$ cat src/rtl/cap_pkg.sv
// rtl/cap_pkg.sv - capture FSM state type, sizes and SUMP opcodes shared with the command decoder
package cap_pkg;

  localparam int CAP_DEPTH  = 8192;
  localparam int CAP_ADDR_W = 13;
  localparam int CAP_DATA_W = 8;

  typedef enum logic [1:0] {
    IDLE  = 2'd0,
    ARMED = 2'd1,
    POST  = 2'd2,
    DONE  = 2'd3
  } cap_state_t;

  localparam logic [7:0] SUMP_RESET      = 8'h00;
  localparam logic [7:0] SUMP_RUN        = 8'h01;
  localparam logic [7:0] SUMP_ID         = 8'h02;
  localparam logic [7:0] SUMP_SET_DIV    = 8'h80;
  localparam logic [7:0] SUMP_SET_CNT    = 8'h81;
  localparam logic [7:0] SUMP_SET_FLAGS  = 8'h82;
  localparam logic [7:0] SUMP_TRIG_MASK  = 8'hC0;
  localparam logic [7:0] SUMP_TRIG_VALUE = 8'hC1;
  localparam logic [7:0] SUMP_TRIG_CFG   = 8'hC2;

endpackage

$ cat src/rtl/cap_trig_match.sv
// rtl/cap_trig_match.sv - mask/value trigger comparator latched at arm
// CAP_SAMPLER_EDGE_EN adds edge mode and the previous-sample register
module cap_trig_match
  import cap_pkg::*;
#(
  parameter int DATA_W = CAP_DATA_W
) (
  input  logic              clk,
  input  logic              rst_n,
  input  logic              i_load,
  input  logic [DATA_W-1:0] i_mask,
  input  logic [DATA_W-1:0] i_value,
`ifdef CAP_SAMPLER_EDGE_EN
  input  logic              i_edge,
  input  logic              i_advance,
`endif
  input  logic [DATA_W-1:0] i_sample,
  output logic              o_hit
);

  logic [DATA_W-1:0] r_mask;
  logic [DATA_W-1:0] r_value;
  logic              w_level_hit;

  always_ff @(posedge clk or negedge rst_n) begin
    if (!rst_n) begin
      r_mask  <= '0;
      r_value <= '0;
    end else if (i_load) begin
      r_mask  <= i_mask;
      r_value <= i_value;
    end
  end

  assign w_level_hit = (((i_sample ^ r_value) & r_mask) == '0);

`ifdef CAP_SAMPLER_EDGE_EN
  logic              r_edge;
  logic              r_prev_vld;
  logic [DATA_W-1:0] r_prev;
  logic              w_edge_hit;

  always_ff @(posedge clk or negedge rst_n) begin
    if (!rst_n) begin
      r_edge     <= 1'b0;
      r_prev_vld <= 1'b0;
      r_prev     <= '0;
    end else if (i_load) begin
      r_edge     <= i_edge;
      r_prev_vld <= 1'b0;
    end else if (i_advance) begin
      r_prev     <= i_sample;
      r_prev_vld <= 1'b1;
    end
  end

  // Each masked channel must now equal the value and previously have differed from it.
  assign w_edge_hit = r_prev_vld ?
      ((((i_sample ^ r_value) | ~(r_prev ^ r_value)) & r_mask) == '0) :
      (r_mask == '0);

  assign o_hit = r_edge ? w_edge_hit : w_level_hit;
`else
  assign o_hit = w_level_hit;
`endif

endmodule

$ cat src/rtl/cap_sampler.sv
// rtl/cap_sampler.sv - probe synchroniser, SUMP divider and ring-buffer capture into BRAM
// CAP_SAMPLER_EDGE_EN adds the trig_edge input and edge-triggered mode
module cap_sampler
  import cap_pkg::*;
#(
  parameter int ADDR_W      = CAP_ADDR_W,
  parameter int DATA_W      = CAP_DATA_W,
  parameter int DIV_W       = 24,
  parameter int SYNC_STAGES = 2
) (
  input  logic              CAP_CLK,
  input  logic              CAP_RST_N,
  input  logic [DATA_W-1:0] CAP,
  input  logic              arm,
  input  logic              abort,
`ifdef CAP_SAMPLER_EDGE_EN
  input  logic              trig_edge,
`endif
  input  logic [DIV_W-1:0]  cap_div,
  input  logic [DATA_W-1:0] trig_mask,
  input  logic [DATA_W-1:0] trig_value,
  input  logic [ADDR_W-1:0] post_count,
  output logic              wr_en,
  output logic [ADDR_W-1:0] wr_addr,
  output logic [DATA_W-1:0] wr_data,
  output logic              busy,
  output logic              triggered,
  output logic [ADDR_W-1:0] trig_addr,
  output logic              wrapped,
  output logic              done
);

  localparam logic [1:0] S_IDLE  = 2'(IDLE);
  localparam logic [1:0] S_ARMED = 2'(ARMED);
  localparam logic [1:0] S_POST  = 2'(POST);
  localparam logic [1:0] S_DONE  = 2'(DONE);

  logic [DATA_W-1:0] r_sync [SYNC_STAGES];
  logic [1:0]        r_state;
  logic [DIV_W-1:0]  r_div;
  logic [DIV_W-1:0]  r_div_cnt;
  logic [ADDR_W-1:0] r_addr;
  logic [ADDR_W-1:0] r_post;
  logic [ADDR_W-1:0] r_post_cnt;
  logic              r_wr_en;
  logic [ADDR_W-1:0] r_wr_addr;
  logic [DATA_W-1:0] r_wr_data;
  logic              r_triggered;
  logic [ADDR_W-1:0] r_trig_addr;
  logic              r_wrapped;
  logic              r_done;

  logic [DATA_W-1:0] w_sample;
  logic              w_running;
  logic              w_strobe;
  logic              w_arm_go;
  logic              w_hit;

  always_ff @(posedge CAP_CLK or negedge CAP_RST_N) begin
    if (!CAP_RST_N) begin
      for (int i = 0; i < SYNC_STAGES; i++) r_sync[i] <= '0;
    end else begin
      r_sync[0] <= CAP;
      for (int i = 1; i < SYNC_STAGES; i++) r_sync[i] <= r_sync[i-1];
    end
  end

  assign w_sample  = r_sync[SYNC_STAGES-1];
  assign w_running = (r_state == S_ARMED) || (r_state == S_POST);
  assign w_strobe  = w_running && (r_div_cnt == r_div) && !abort;
  assign w_arm_go  = (r_state == S_IDLE) && arm && !abort;

  cap_trig_match #(.DATA_W(DATA_W)) u_trig (
    .clk       (CAP_CLK),
    .rst_n     (CAP_RST_N),
    .i_load    (w_arm_go),
    .i_mask    (trig_mask),
    .i_value   (trig_value),
`ifdef CAP_SAMPLER_EDGE_EN
    .i_edge    (trig_edge),
    .i_advance (w_strobe),
`endif
    .i_sample  (w_sample),
    .o_hit     (w_hit)
  );

  always_ff @(posedge CAP_CLK or negedge CAP_RST_N) begin
    if (!CAP_RST_N) begin
      r_state     <= S_IDLE;
      r_div       <= '0;
      r_div_cnt   <= '0;
      r_addr      <= '0;
      r_post      <= '0;
      r_post_cnt  <= '0;
      r_wr_en     <= 1'b0;
      r_wr_addr   <= '0;
      r_wr_data   <= '0;
      r_triggered <= 1'b0;
      r_trig_addr <= '0;
      r_wrapped   <= 1'b0;
      r_done      <= 1'b0;
    end else begin
      r_wr_en <= w_strobe;
      r_done  <= (r_state == S_DONE) && !abort;

      if (w_running) r_div_cnt <= (r_div_cnt == r_div) ? '0 : r_div_cnt + DIV_W'(1);

      if (w_strobe) begin
        r_wr_addr <= r_addr;
        r_wr_data <= w_sample;
        r_addr    <= r_addr + ADDR_W'(1);
        if (&r_addr) r_wrapped <= 1'b1;
      end

      if (abort) begin
        r_state <= S_IDLE;
      end else begin
        case (r_state)
          S_IDLE: if (arm) begin
            r_state     <= S_ARMED;
            r_addr      <= '0;
            r_wr_addr   <= '0;
            r_div_cnt   <= '0;
            r_div       <= cap_div;
            r_post      <= post_count;
            r_triggered <= 1'b0;
            r_trig_addr <= '0;
            r_wrapped   <= 1'b0;
          end
          S_ARMED: if (w_strobe && w_hit) begin
            r_triggered <= 1'b1;
            r_trig_addr <= r_addr;
            r_post_cnt  <= r_post;
            r_state     <= (r_post == '0) ? S_DONE : S_POST;
          end
          S_POST: if (w_strobe) begin
            r_post_cnt <= r_post_cnt - ADDR_W'(1);
            if (r_post_cnt == ADDR_W'(1)) r_state <= S_DONE;
          end
          default: r_state <= S_IDLE;
        endcase
      end
    end
  end

  // DONE covers the final write cycle, so busy drops exactly as the done pulse appears.
  assign busy      = (r_state != S_IDLE);
  assign wr_en     = r_wr_en;
  assign wr_addr   = r_wr_addr;
  assign wr_data   = r_wr_data;
  assign triggered = r_triggered;
  assign trig_addr = r_trig_addr;
  assign wrapped   = r_wrapped;
  assign done      = r_done;

endmodule

$ cat config.mk
export PLATFORM = sky130hd
export DESIGN_NAME = cap_sampler
export DESIGN_NICKNAME = d
export VERILOG_FILES = /design/src/rtl/cap_pkg.sv /design/src/rtl/cap_trig_match.sv /design/src/rtl/cap_sampler.sv
export SDC_FILE = /design/constraint.sdc
export NUM_CORES = 1
export LEC_CHECK = 0
export ABC_AREA = 1
export ABC_CLOCK_PERIOD_IN_PS = 5300
export BUFFER_PORTS_ARGS = -buffer_cell sky130_fd_sc_hd__buf_2
export CAP_MARGIN = 20
export CORE_ASPECT_RATIO = 2
export CORE_UTILIZATION = 51
export CTS_BUF_LIST = sky130_fd_sc_hd__clkbuf_16
export DETAILED_ROUTE_END_ITERATION = 10
export MAX_ROUTING_LAYER = met4
export PLACE_DENSITY = 0.72
export SLEW_MARGIN = 20
export SYNTH_ARGS = -nofsm -noshare
export SYNTH_HDL_FRONTEND = slang
export SYNTH_SLANG_ARGS = --single-unit
$ cat constraint.sdc
create_clock -name CAP_CLK -period 5.3 [get_ports CAP_CLK]
set_input_delay 1.06 -clock CAP_CLK [delete_from_list [all_inputs] [get_ports CAP_CLK]]
set_output_delay 1.06 -clock CAP_CLK [all_outputs]
set_load 0.005 [all_outputs]
==> impl_metrics.ini <==
[outcome]
outcome = finished, final reports clean

[timing]
fin_setup_tns_ns = 0
period_share_pct = 53.0
setup_violations = 0
finClkSkew_ns = 0.00980
hold_viol = 0
rsz0062_at_grt = no
drv_slew = 0
maxSlewHeadroom_pct = 38.4
period_needed_ns = 2.81
worst_slew_pin_slew_ns = 0.925
worst_slack_ns = 2.49
max_freq_mhz = 356

[pwr]
power_per_cell_area_nw_per_um2 = 455
leakagePower_nw = 4.52
irDropWorstVdd_uv = 249
total_power_w = 0.00397

[floorplan]
die_x_um = 87.6
initial_core_util_pct = 52.1
die-area_um2 = 15200
fp.coreArea_um2 = 14400
rows = 62
ios = 104
die_y_um = 173

[setup_path]
critPathKind = reg2reg
end_kind = flip-flop
critPathRequiredTime_ns = 5.61
path_max_fanout = 20
critPathArrivalTime_ns = 3.11
start_kind = flip-flop

[place]
dp_hpwl_um = 11800
place_congestion = 0.945
place_ws_ns = 2.34
portBuffers = 103

[routing]
wl_per_cell_um = 13.8
routed_wl_um = 16800
drt_iter0_markers = 337
drc_errors = 0
drtAntennaViolNets = 0
detail_route.first_pass.iterations = 4
vias = 6170
viasPerCell = 5.07

[synthesis]
yosys.cell_types.count = 40
synth.top_cell.area_share_pct = 53.2
synthArstFlopShare_pct = 100
synth_nets = 990
synthesis.area_um2 = 7470
synth-seq-cells = 159
syn_inst = 916
synthTopCellsByArea = dfrtp_1 53%, nand2_1 16%, inv_1 4.4%
synth_flop_cell = dfrtp_1
yosysTopAreaCell = dfrtp_1
syn_avg_cell_area_um2 = 8.16
yosysSeqAreaShare_pct = 53.2
synth_edf_count = 0
ys_warn_count = 0

[clock_network]
clockBufferDepth = 2
cts-resized-gates = 0
cts_root_buffer = clkbuf_16
postCtsSetupBuffers = 0
cts_max_level = 4
cts_tree = yes
insertion_delay_ns = 0.43
clkTransAtPathRegs_ns = 0.07
numCtsBuffers = 17
cts.sinks = 159
cts-hold-fix-buffers = 0

[finish]
final_cell_mix = 322 x nand2_1, 159 x dfrtp_1, 102 x buf_2, 88 x inv_1, 82 x nor2_1
synthToLayoutAreaGrowth_pct = 16.8
layout-drive-gt1-share_pct = 15.4
layout.nets = 1086
diodes = 0
final_common_cell = nand2_1

[grt]
first_global_vias = 6100
antenna_found_initial = 0
grt_max_degree = 115
grt_pass1_wl_um = 28000
grt_usage_pct = 24.6
overflow = 0

[flow_run]
drv_cap = 0

[min_path]
hold_class = reg2reg
==> cell usage after synthesis, types with 3 or more instances <==
cell / number
a31oi_1: 3
ha_1: 9
nor2_1: 82
nand3b_1: 5
buf_2: 7
nand3_1: 30
inv_1: 88
nor3b_1: 5
o21ai_0: 59
buf_1: 4
dfrtp_1: 159
a211oi_1: 5
nand4_1: 12
xnor2_1: 11
o21ai_2: 6
nor4_1: 9
nor3_1: 16
xor2_1: 15
nand2_1: 322
a21oi_1: 28
clkbuf_1: 16
==> state kept, by name, indices dropped and copies added, names as in the netlist <==
signal	cells
r_div	24
r_div_cnt	24
r_addr	13
r_post	13
r_post_cnt	13
trig_addr	13
wr_addr	13
r_sync	8
u_trig.r_mask	8
u_trig.r_value	8
w_sample	8
wr_data	8
r_state	2
done	1
triggered	1
wr_en	1
wrapped	1
==> kinds of logic after synthesis <==
group	share of synthesized area, %
AND/OR/NAND/NOR	27.2
flip-flops	53.2
buffers and inverters	6.36
AO/OA/AOI/OAI	8.42
XOR/XNOR	3.26
adder cells (fa/ha/maj)	1.51
==> worst paths after layout <==
| check | slack [ns] | from | cells past startpoint | end |
|---|---|---|---|---|
| max | 2.49 | r_state[1] | 9 | r_post_cnt[1] |
| min | 0.35 | r_sync[12] | 0 | w_sample[4] |
| max reg2reg | 2.49 | r_state[1] | 9 | r_post_cnt[1] |
| min reg2reg | 0.35 | r_sync[12] | 0 | w_sample[4] |
| max in group asynchronous | 3.49 | CAP_RST_N | 2 | u_trig.r_value[0] |
| min in group asynchronous | 0.72 | CAP_RST_N | 1 | trig_addr[11] |
==> final cells by class <==
type | count | area, um2
fill | 1321 | 5620
sequential | 159 | 3980
multi-input combinational | 638 | 3020
timing repair buffer | 108 | 562
clock buffer | 17 | 425
inverter | 88 | 330
tap | 192 | 240
clock inverter | 15 | 171
==> per-stage QoR <==
stage	util (%)	cells	instance area, um2	hold slack [ns]
floorplan	-	916	7470	0.331
global placement	56.7	1185	8130	0.332
detailed placement	56.7	1185	8130	0.335
CTS	60.8	1217	8730	0.350
global route	60.8	1217	8730	0.352
finish	60.8	1217	8730	0.349
==> power by group <==
part | switching, W | internal (W) | total (W)
sequential | 0.000196 | 0.00148 | 0.00168
clock | 0.000531 | 0.000709 | 0.00124
combinational | 0.000670 | 0.000381 | 0.00105
==> worst max-delay path: stages, from the launching register on <==
cell	delay, ns
dfrtp_1	0.42
inv_1	0.09
ha_1	0.45
inv_1	0.21
nor2_1	0.26
nand3_2	0.43
a21oi_4	0.43
nand2_4	0.22
nand2_1	0.13
o21ai_2	0.05
==> layer usage <==
| metal | share of wire [%] | GRT usage (%) | up-vias |
|---|---|---|---|
| met1 | 40 | 26.7 | 2894 |
| met4 | 3.7 | 11.4 | 0 |
| li1 | - | - | 3088 |
| met3 | 2.8 | 3.96 | 44 |
| met2 | 54 | 42.9 | 144 |
| met5 | 0 | - | - |
Power figures use the tool's default switching activity.
